### config.mk
export PLATFORM = sky130hd
export DESIGN_NAME = instruction_fetch_unit_flat
export DESIGN_NICKNAME = d
export VERILOG_FILES = /design/src/rtl/riscv_pkg.sv /design/src/rtl/instruction_fetch_unit_if.sv /design/src/rtl/ifu_skid_buffer.sv /design/src/rtl/instruction_fetch_unit.sv /design/src/flat_wrapper.sv
export SDC_FILE = /design/constraint.sdc
export NUM_CORES = 1
export LEC_CHECK = 0
export CAP_MARGIN = 20
export CORE_UTILIZATION = 45
export DETAILED_ROUTE_END_ITERATION = 8
export PLACE_DENSITY = 0.9
export SETUP_SLACK_MARGIN = 0.1
export SYNTH_ARGS = -nofsm -noshare
export SYNTH_HDL_FRONTEND = slang
export SYNTH_SLANG_ARGS = --single-unit
export TNS_END_PERCENT = 20
### constraint.sdc
create_clock -name clock -period 3.1 [get_ports clock]
set_input_delay 0.62 -clock clock [delete_from_list [all_inputs] [get_ports clock]]
set_output_delay 0.62 -clock clock [all_outputs]
set_load 0.01 [all_outputs]
### src/rtl/riscv_pkg.sv
// Shared fetch-stage types and constants: FSM state encoding, NOP word, PC increment.
// Pure declarations; no latency or backpressure of its own.
package riscv_pkg;

  typedef enum logic [1:0] {
    FETCH   = 2'd0,
    WAIT    = 2'd1,
    DISCARD = 2'd2
  } ifu_state_t;

  localparam logic [31:0] INSTR_NOP = 32'h0000_0013;
  localparam logic [31:0] PC_STEP   = 32'd4;

  // Instruction addresses are word aligned; the low two bits of any target are ignored.
  function automatic logic [31:0] word_align(input logic [31:0] addr);
    return addr & ~32'd3;
  endfunction

endpackage

### src/rtl/instruction_fetch_unit_if.sv
// Fetch-stage bundle: hazard/redirect inputs, instruction-memory port and IF/ID outputs.
// master = fetch unit side, slave = surrounding pipeline and memory.
interface instruction_fetch_unit_if;

  logic        stall;
  logic        branch_taken;
  logic [31:0] branch_target;
  logic        imem_read;
  logic [31:0] imem_address;
  logic [31:0] imem_readdata;
  logic        imem_busywait;
  logic [31:0] PC;
  logic [31:0] nextPC;
  logic [31:0] Instruction;
  logic        Insthit;
  logic        busywait;

  modport master (
    input  stall, branch_taken, branch_target, imem_readdata, imem_busywait,
    output imem_read, imem_address, PC, nextPC, Instruction, Insthit, busywait
  );

  modport slave (
    output stall, branch_taken, branch_target, imem_readdata, imem_busywait,
    input  imem_read, imem_address, PC, nextPC, Instruction, Insthit, busywait
  );

endinterface

### src/rtl/ifu_skid_buffer.sv
// One-entry holding register for an instruction word returned while the pipeline is stalled.
// Load has priority over drain; flush and reset empty it. Zero-latency read of the held word.
module ifu_skid_buffer (
  input  logic        clock,
  input  logic        reset,
  input  logic        load,
  input  logic        drain,
  input  logic        flush,
  input  logic [31:0] load_data,
  output logic        full,
  output logic [31:0] data
);

  always_ff @(posedge clock) begin
    if (reset || flush) begin
      full <= 1'b0;
    end else if (load) begin
      full <= 1'b1;
    end else if (drain) begin
      full <= 1'b0;
    end

    if (reset) begin
      data <= '0;
    end else if (load) begin
      data <= load_data;
    end
  end

endmodule

### src/rtl/instruction_fetch_unit.sv
// IF stage: owns the PC, issues word reads, handles stall, redirect and memory busywait.
// Outputs are combinational within the cycle; IFU_SKID_BUF_EN keeps data returned during a stall.
module instruction_fetch_unit
  import riscv_pkg::*;
#(
  parameter logic [31:0] RESET_PC = 32'h0000_0000
) (
  input  logic                     clock,
  input  logic                     reset,
  instruction_fetch_unit_if.master bus
);

  ifu_state_t  state_q;
  logic [31:0] pc_q;
  logic [31:0] target_q;

  logic        read_req;
  logic        complete;
  logic        hit;
  logic        skid_full;
  logic [31:0] skid_data;
  logic [31:0] branch_addr;

  assign branch_addr = word_align(bus.branch_target);

  // A full skid buffer already holds the word at PC, so no new read is needed.
  always_comb begin
    read_req = 1'b0;
    case (state_q)
      FETCH:         read_req = (!bus.stall || bus.branch_taken) && !skid_full;
      WAIT, DISCARD: read_req = 1'b1;
      default:       read_req = 1'b0;
    endcase
    if (reset) read_req = 1'b0;
  end

  assign complete = read_req && !bus.imem_busywait;

  always_comb begin
    hit = 1'b0;
    if (!reset && !bus.branch_taken && !bus.stall) begin
      case (state_q)
        FETCH:   hit = skid_full || complete;
        WAIT:    hit = complete;
        default: hit = 1'b0;
      endcase
    end
  end

`ifdef IFU_SKID_BUF_EN
  logic skid_load;
  logic skid_drain;

  assign skid_load  = (state_q == WAIT) && !bus.imem_busywait && bus.stall && !bus.branch_taken;
  assign skid_drain = hit && skid_full;

  ifu_skid_buffer u_skid (
    .clock     (clock),
    .reset     (reset),
    .load      (skid_load),
    .drain     (skid_drain),
    .flush     (bus.branch_taken),
    .load_data (bus.imem_readdata),
    .full      (skid_full),
    .data      (skid_data)
  );
`else
  assign skid_full = 1'b0;
  assign skid_data = INSTR_NOP;
`endif

  always_ff @(posedge clock) begin
    if (reset) begin
      pc_q     <= RESET_PC;
      state_q  <= FETCH;
      target_q <= '0;
    end else begin
      case (state_q)
        FETCH: begin
          if (skid_full) begin
            if (bus.branch_taken)  pc_q <= branch_addr;
            else if (!bus.stall)   pc_q <= pc_q + PC_STEP;
          end else if (read_req) begin
            if (!bus.imem_busywait) begin
              pc_q <= bus.branch_taken ? branch_addr : pc_q + PC_STEP;
            end else if (bus.branch_taken) begin
              target_q <= branch_addr;
              state_q  <= DISCARD;
            end else begin
              state_q  <= WAIT;
            end
          end
        end

        WAIT: begin
          if (bus.imem_busywait) begin
            if (bus.branch_taken) begin
              target_q <= branch_addr;
              state_q  <= DISCARD;
            end
          end else begin
            // Data returned under stall is either captured by the skid buffer or dropped.
            state_q <= FETCH;
            if (bus.branch_taken)  pc_q <= branch_addr;
            else if (!bus.stall)   pc_q <= pc_q + PC_STEP;
          end
        end

        DISCARD: begin
          if (bus.imem_busywait) begin
            if (bus.branch_taken) target_q <= branch_addr;
          end else begin
            state_q <= FETCH;
            pc_q    <= bus.branch_taken ? branch_addr : target_q;
          end
        end

        default: state_q <= FETCH;
      endcase
    end
  end

  assign bus.imem_read    = read_req;
  assign bus.imem_address = pc_q;
  assign bus.PC           = pc_q;
  assign bus.nextPC       = pc_q + PC_STEP;
  assign bus.Insthit      = hit;
  assign bus.Instruction  = !hit ? INSTR_NOP : (skid_full ? skid_data : bus.imem_readdata);
  assign bus.busywait     = read_req && bus.imem_busywait;

endmodule

### src/flat_wrapper.sv
// flat-port wrapper written by rule: the top's interface ports become plain ports
module instruction_fetch_unit_flat import riscv_pkg::*;
#(
  parameter logic [31:0] RESET_PC = 32'h0000_0000
)
  (clock, reset, bus_stall, bus_branch_taken, bus_branch_target, bus_imem_readdata, bus_imem_busywait, bus_imem_read, bus_imem_address, bus_PC, bus_nextPC, bus_Instruction, bus_Insthit, bus_busywait);
  instruction_fetch_unit_if bus_i ();
  input  logic clock;
  input  logic reset;
  input wire logic [$bits(bus_i.stall)-1:0] bus_stall;
  input wire logic [$bits(bus_i.branch_taken)-1:0] bus_branch_taken;
  input wire logic [$bits(bus_i.branch_target)-1:0] bus_branch_target;
  input wire logic [$bits(bus_i.imem_readdata)-1:0] bus_imem_readdata;
  input wire logic [$bits(bus_i.imem_busywait)-1:0] bus_imem_busywait;
  output wire logic [$bits(bus_i.imem_read)-1:0] bus_imem_read;
  output wire logic [$bits(bus_i.imem_address)-1:0] bus_imem_address;
  output wire logic [$bits(bus_i.PC)-1:0] bus_PC;
  output wire logic [$bits(bus_i.nextPC)-1:0] bus_nextPC;
  output wire logic [$bits(bus_i.Instruction)-1:0] bus_Instruction;
  output wire logic [$bits(bus_i.Insthit)-1:0] bus_Insthit;
  output wire logic [$bits(bus_i.busywait)-1:0] bus_busywait;
  assign bus_i.stall = bus_stall;
  assign bus_i.branch_taken = bus_branch_taken;
  assign bus_i.branch_target = bus_branch_target;
  assign bus_i.imem_readdata = bus_imem_readdata;
  assign bus_i.imem_busywait = bus_imem_busywait;
  assign bus_imem_read = bus_i.imem_read;
  assign bus_imem_address = bus_i.imem_address;
  assign bus_PC = bus_i.PC;
  assign bus_nextPC = bus_i.nextPC;
  assign bus_Instruction = bus_i.Instruction;
  assign bus_Insthit = bus_i.Insthit;
  assign bus_busywait = bus_i.busywait;
  instruction_fetch_unit #(.RESET_PC(RESET_PC)) u_core (.clock(clock), .reset(reset), .bus(bus_i));
endmodule
==> impl_results.md <==
- Fin crit share: 97.5%
- Placed Cells: between 800 and 900
- Final setup TNS: 0 ns
- Pre-CTS setup slack: -0.106 ns
- Slew Viols, Final: 0
- Hold Worst Slack: between 0.4 and 0.5 ns
- Final net count: around 850
- Worst reg2reg startpoint: u_core.state_q[1]$_SDFFE_PP0P_
- Worst R2R Path Depth: 8
- Largest cells by area after synthesis: dfxtp_1 30%, nand2_1 8.6%, a21oi_1 7.6%
- Setup violations, final: 0
- Initial antenna violation count: 1
- VDD IR max: between 0.2 and 0.3 mV
- Crit path max fanout: 8
- Final Cell Area: ~6700 µm²
- Mux contribution to synthesized area: 1.60%
- Final Total Pwr: 2.36 mW
- Comb power frac: about 28%
- Startpoint types: flop
- TritonCTS clock tree: done
- Max-cap violation count: 0
- Area of the mapped netlist: ~4500 µm²
- Synth warn: 0
- Min-delay worst type: reg -> reg
- Switching Fraction: approximately 30%
- CP Class: reg -> out
- Num Clock Sinks: 66
- Distinct cells, synth: 56
- Largest family of logic cells by synthesized area: simple AND/OR/NAND/NOR gates
- WL final: approximately 15 mm
- Area fraction of the dominant cell type after synthesis: between 20% and 30%
- Final count of hold timing violations: 0
- DR WL/cell: about 17 µm
- Number of global-route vias before repair: about 5000
- Routed via count: a little over 5000
- Tmin final: about 3 ns
- Clk_lat worst skew: roughly 0.35 ns
- Adder-cell share of the synthesized area: between 1 and 1.5%
- Initial Util: between 40% and 50%
- Reg-to-Reg End: u_core.bus.PC[26]$_SDFFE_PP0P_
- Hold_sp: u_core.target_q[30]$_SDFFE_PP0P_
- Worst rel slew slack: between 50% and 60%
- Ratio of cells with drive above 1 in the final layout: 11.1%
- Critical path arrival: approximately 2.4 ns
- Max Fclk: roughly 0.33 GHz
- Final std cells w/o fill: 907
- Die H: roughly 100 µm
- Post-synthesis async set-or-reset flop share: 0%
- Flop pwr share: ~40%
- First-pass GRT wire length: between 20 and 25 mm
- Routed Antenna Nets: 0
- Count leader, synth: nand2_1
- Initial DRC Count: 360
- WHS Endpoint: u_core.target_q[30]$_SDFFE_PP0P_
- Final worst slack: roughly 0.077 ns
- Number of fill cells: just under 700
- Internal Power: around 1.7 mW
- Grt total ovfl: 0
- Unrepaired setup endpoints after global routing: true
- Reg2reg setup slack: ~0.56 ns
- Largest net degree at the start of global routing: between 60 and 70
- Root buffer cell: clkbuf_8
- Post-detail-place hpwl: 10.7 mm
- Pwr dens: roughly 350 nW/µm²
- Synthesized net count: roughly 680
- TritonRoute pass-1 iters: 8
- Clock Path Buffers: 2
- Clk slew on worst S/H paths: 0.07 ns
- Static leakage: 2.70 nW
- Top_reg_cell synth: dfxtp_1
- Worst Max-Slew Pin Slew: between 0.7 and 0.8 ns
- Clock Skew: 0.00791 ns
- Via density: 5.71
- CP required: 2.48 ns
- P&R area growth vs syn: 49.9%
- Synth Area in Compound Gates: about 22%
- Final core utilization: between 70% and 80%
- WHS Path Cells: 2
- # rows: 35
- GR Util All Layers: about 29%
- CTS HTree Levels: 3
- Psw: around 700 µW
- IO Count: 200
- Flops & latches, synth: 66
- Seq/Total Area, Yosys: between 20% and 30%
- Outcome: completed
- Ant. Diodes: 0
- Die area: 10300 µm²
- GP Congestion: ~0.85
- Num CTS Buffers: 9
- Core Region: between 9000 and 10000 µm²
- Simple-gate portion of the synthesized area: between 20% and 30%
- Crit end category: primary output
- Synth cell count leaders: 102 x nand2_1, 68 x a21oi_1, 66 x dfxtp_1
- Xor and xnor area share after synthesis: between 5 and 6%
- DRC: 0
- Clk network pwr share: about 32%
- Cells after synthesis: between 600 and 700
- Hold_buf cts: 0
- # port buffers: 197
- Syn Area/Cell: ~7.4 µm²
- Width of the die: ~100 µm
- Post-synth EDFFs: 0
- Placed cell areas: 6420 µm²
- Leading area contributor after synthesis: dfxtp_1
-- power by group through the flow --
stage	sequential, mW	combinational (mW)	clock [mW]
global placement	0.952	0.631	0
global route	0.948	0.705	0.804
floorplan	0.965	0.313	0
finish	0.941	0.658	0.763
detailed placement	0.956	0.647	0
CTS	0.941	0.650	0.764
-- worst max path at each step --
stage | startpoint | endpoint | depth (start not counted) | slack (ns)
4_1_cts | u_core.bus.PC[4]$_SDFFE_PP0P_ | bus_nextPC[29] | 6 | 0.09
3_3_place_gp | bus_branch_taken | bus_Instruction[10] | 7 | -0.03
5_1_grt | u_core.bus.PC[12]$_SDFFE_PP0P_ | bus_nextPC[27] | 6 | -0.007
2_1_floorplan | bus_branch_taken | bus_Instruction[22] | 6 | 0.47
6_report | u_core.bus.PC[2]$_SDFFE_PP0P_ | bus_nextPC[31] | 7 | 0.08
3_5_place_dp | bus_branch_taken | bus_Instruction[6] | 7 | -0.11
-- routing by layer --
| layer | part of all wire [%] | global-route usage, % |
|---|---|---|
| met1 | 38 | 34.7 |
| met3 | 9.3 | 6.49 |
| met5 | 0 | 0 |
| met4 | 2.7 | 12.2 |
| met2 | 50 | 51.1 |
-- what timing repair did --
item	in CTS	in global routing
pin swaps	2	3
setup endpoints to repair	54	33
cloned	0	0
resized for setup	50	7
setup buffers	1	6
-- area by class of cell --
type	instances	area (µm²)	area share, %
Sequential cell	66	1340	20.0
Multi-Input combinational cell	443	2670	39.9
Inverter	16	60.1	0.897
Clock buffer	13	169	2.52
Timing Repair Buffer	238	2260	33.7
Clock inverter	2	35.0	0.523
Tap cell	129	161	2.41
-- kinds of logic (layout without fill, tap and decap cells) --
logic type,after synthesis,count (layout)
AOI/OAI and AO/OA,158,158
xor gates and xnor gates,27,27
adders and majority gates,5,5
buffers and inverters,95,269
DFF,66,66
muxes,7,7
and+or+nand+nor,246,246
-- registers in the layout (all words and copies together), names as in the netlist --
signal,count
u_core.target_q,32
u_core.state_q,2
u_core.bus.PC,32
-- worst max-delay path, cell delays in order (launching register included) --
cell             delay (ns)
dfxtp_1                0.34
buf_4                  0.13
nand4_1                0.09
buf_4                  0.20
nor4_2                 0.38
nand4_1                0.22
nand2_1                0.15
clkdlybuf4s50_1        0.55
-- cells in the final DEF, fill, tap and decap left out, drive strengths merged, types with 4 or more instances in the layout --
cell type	instances
a211oi	4
a21o	4
a21oi	68
a221o	4
a31oi	7
and2	33
and3	18
buf	42
clkbuf	13
clkdlybuf4s50	160
dfxtp	66
dlygate4sd2	34
ha	5
inv	16
mux2i	6
nand2	102
nand2b	7
nand3	13
nand4	12
nor2	36
nor3	9
nor4	7
o211ai	8
o21ai	31
o31a	4
o32ai	5
xnor2	18
xor2	9
Note: power is estimated with default switching activity, not from simulation.
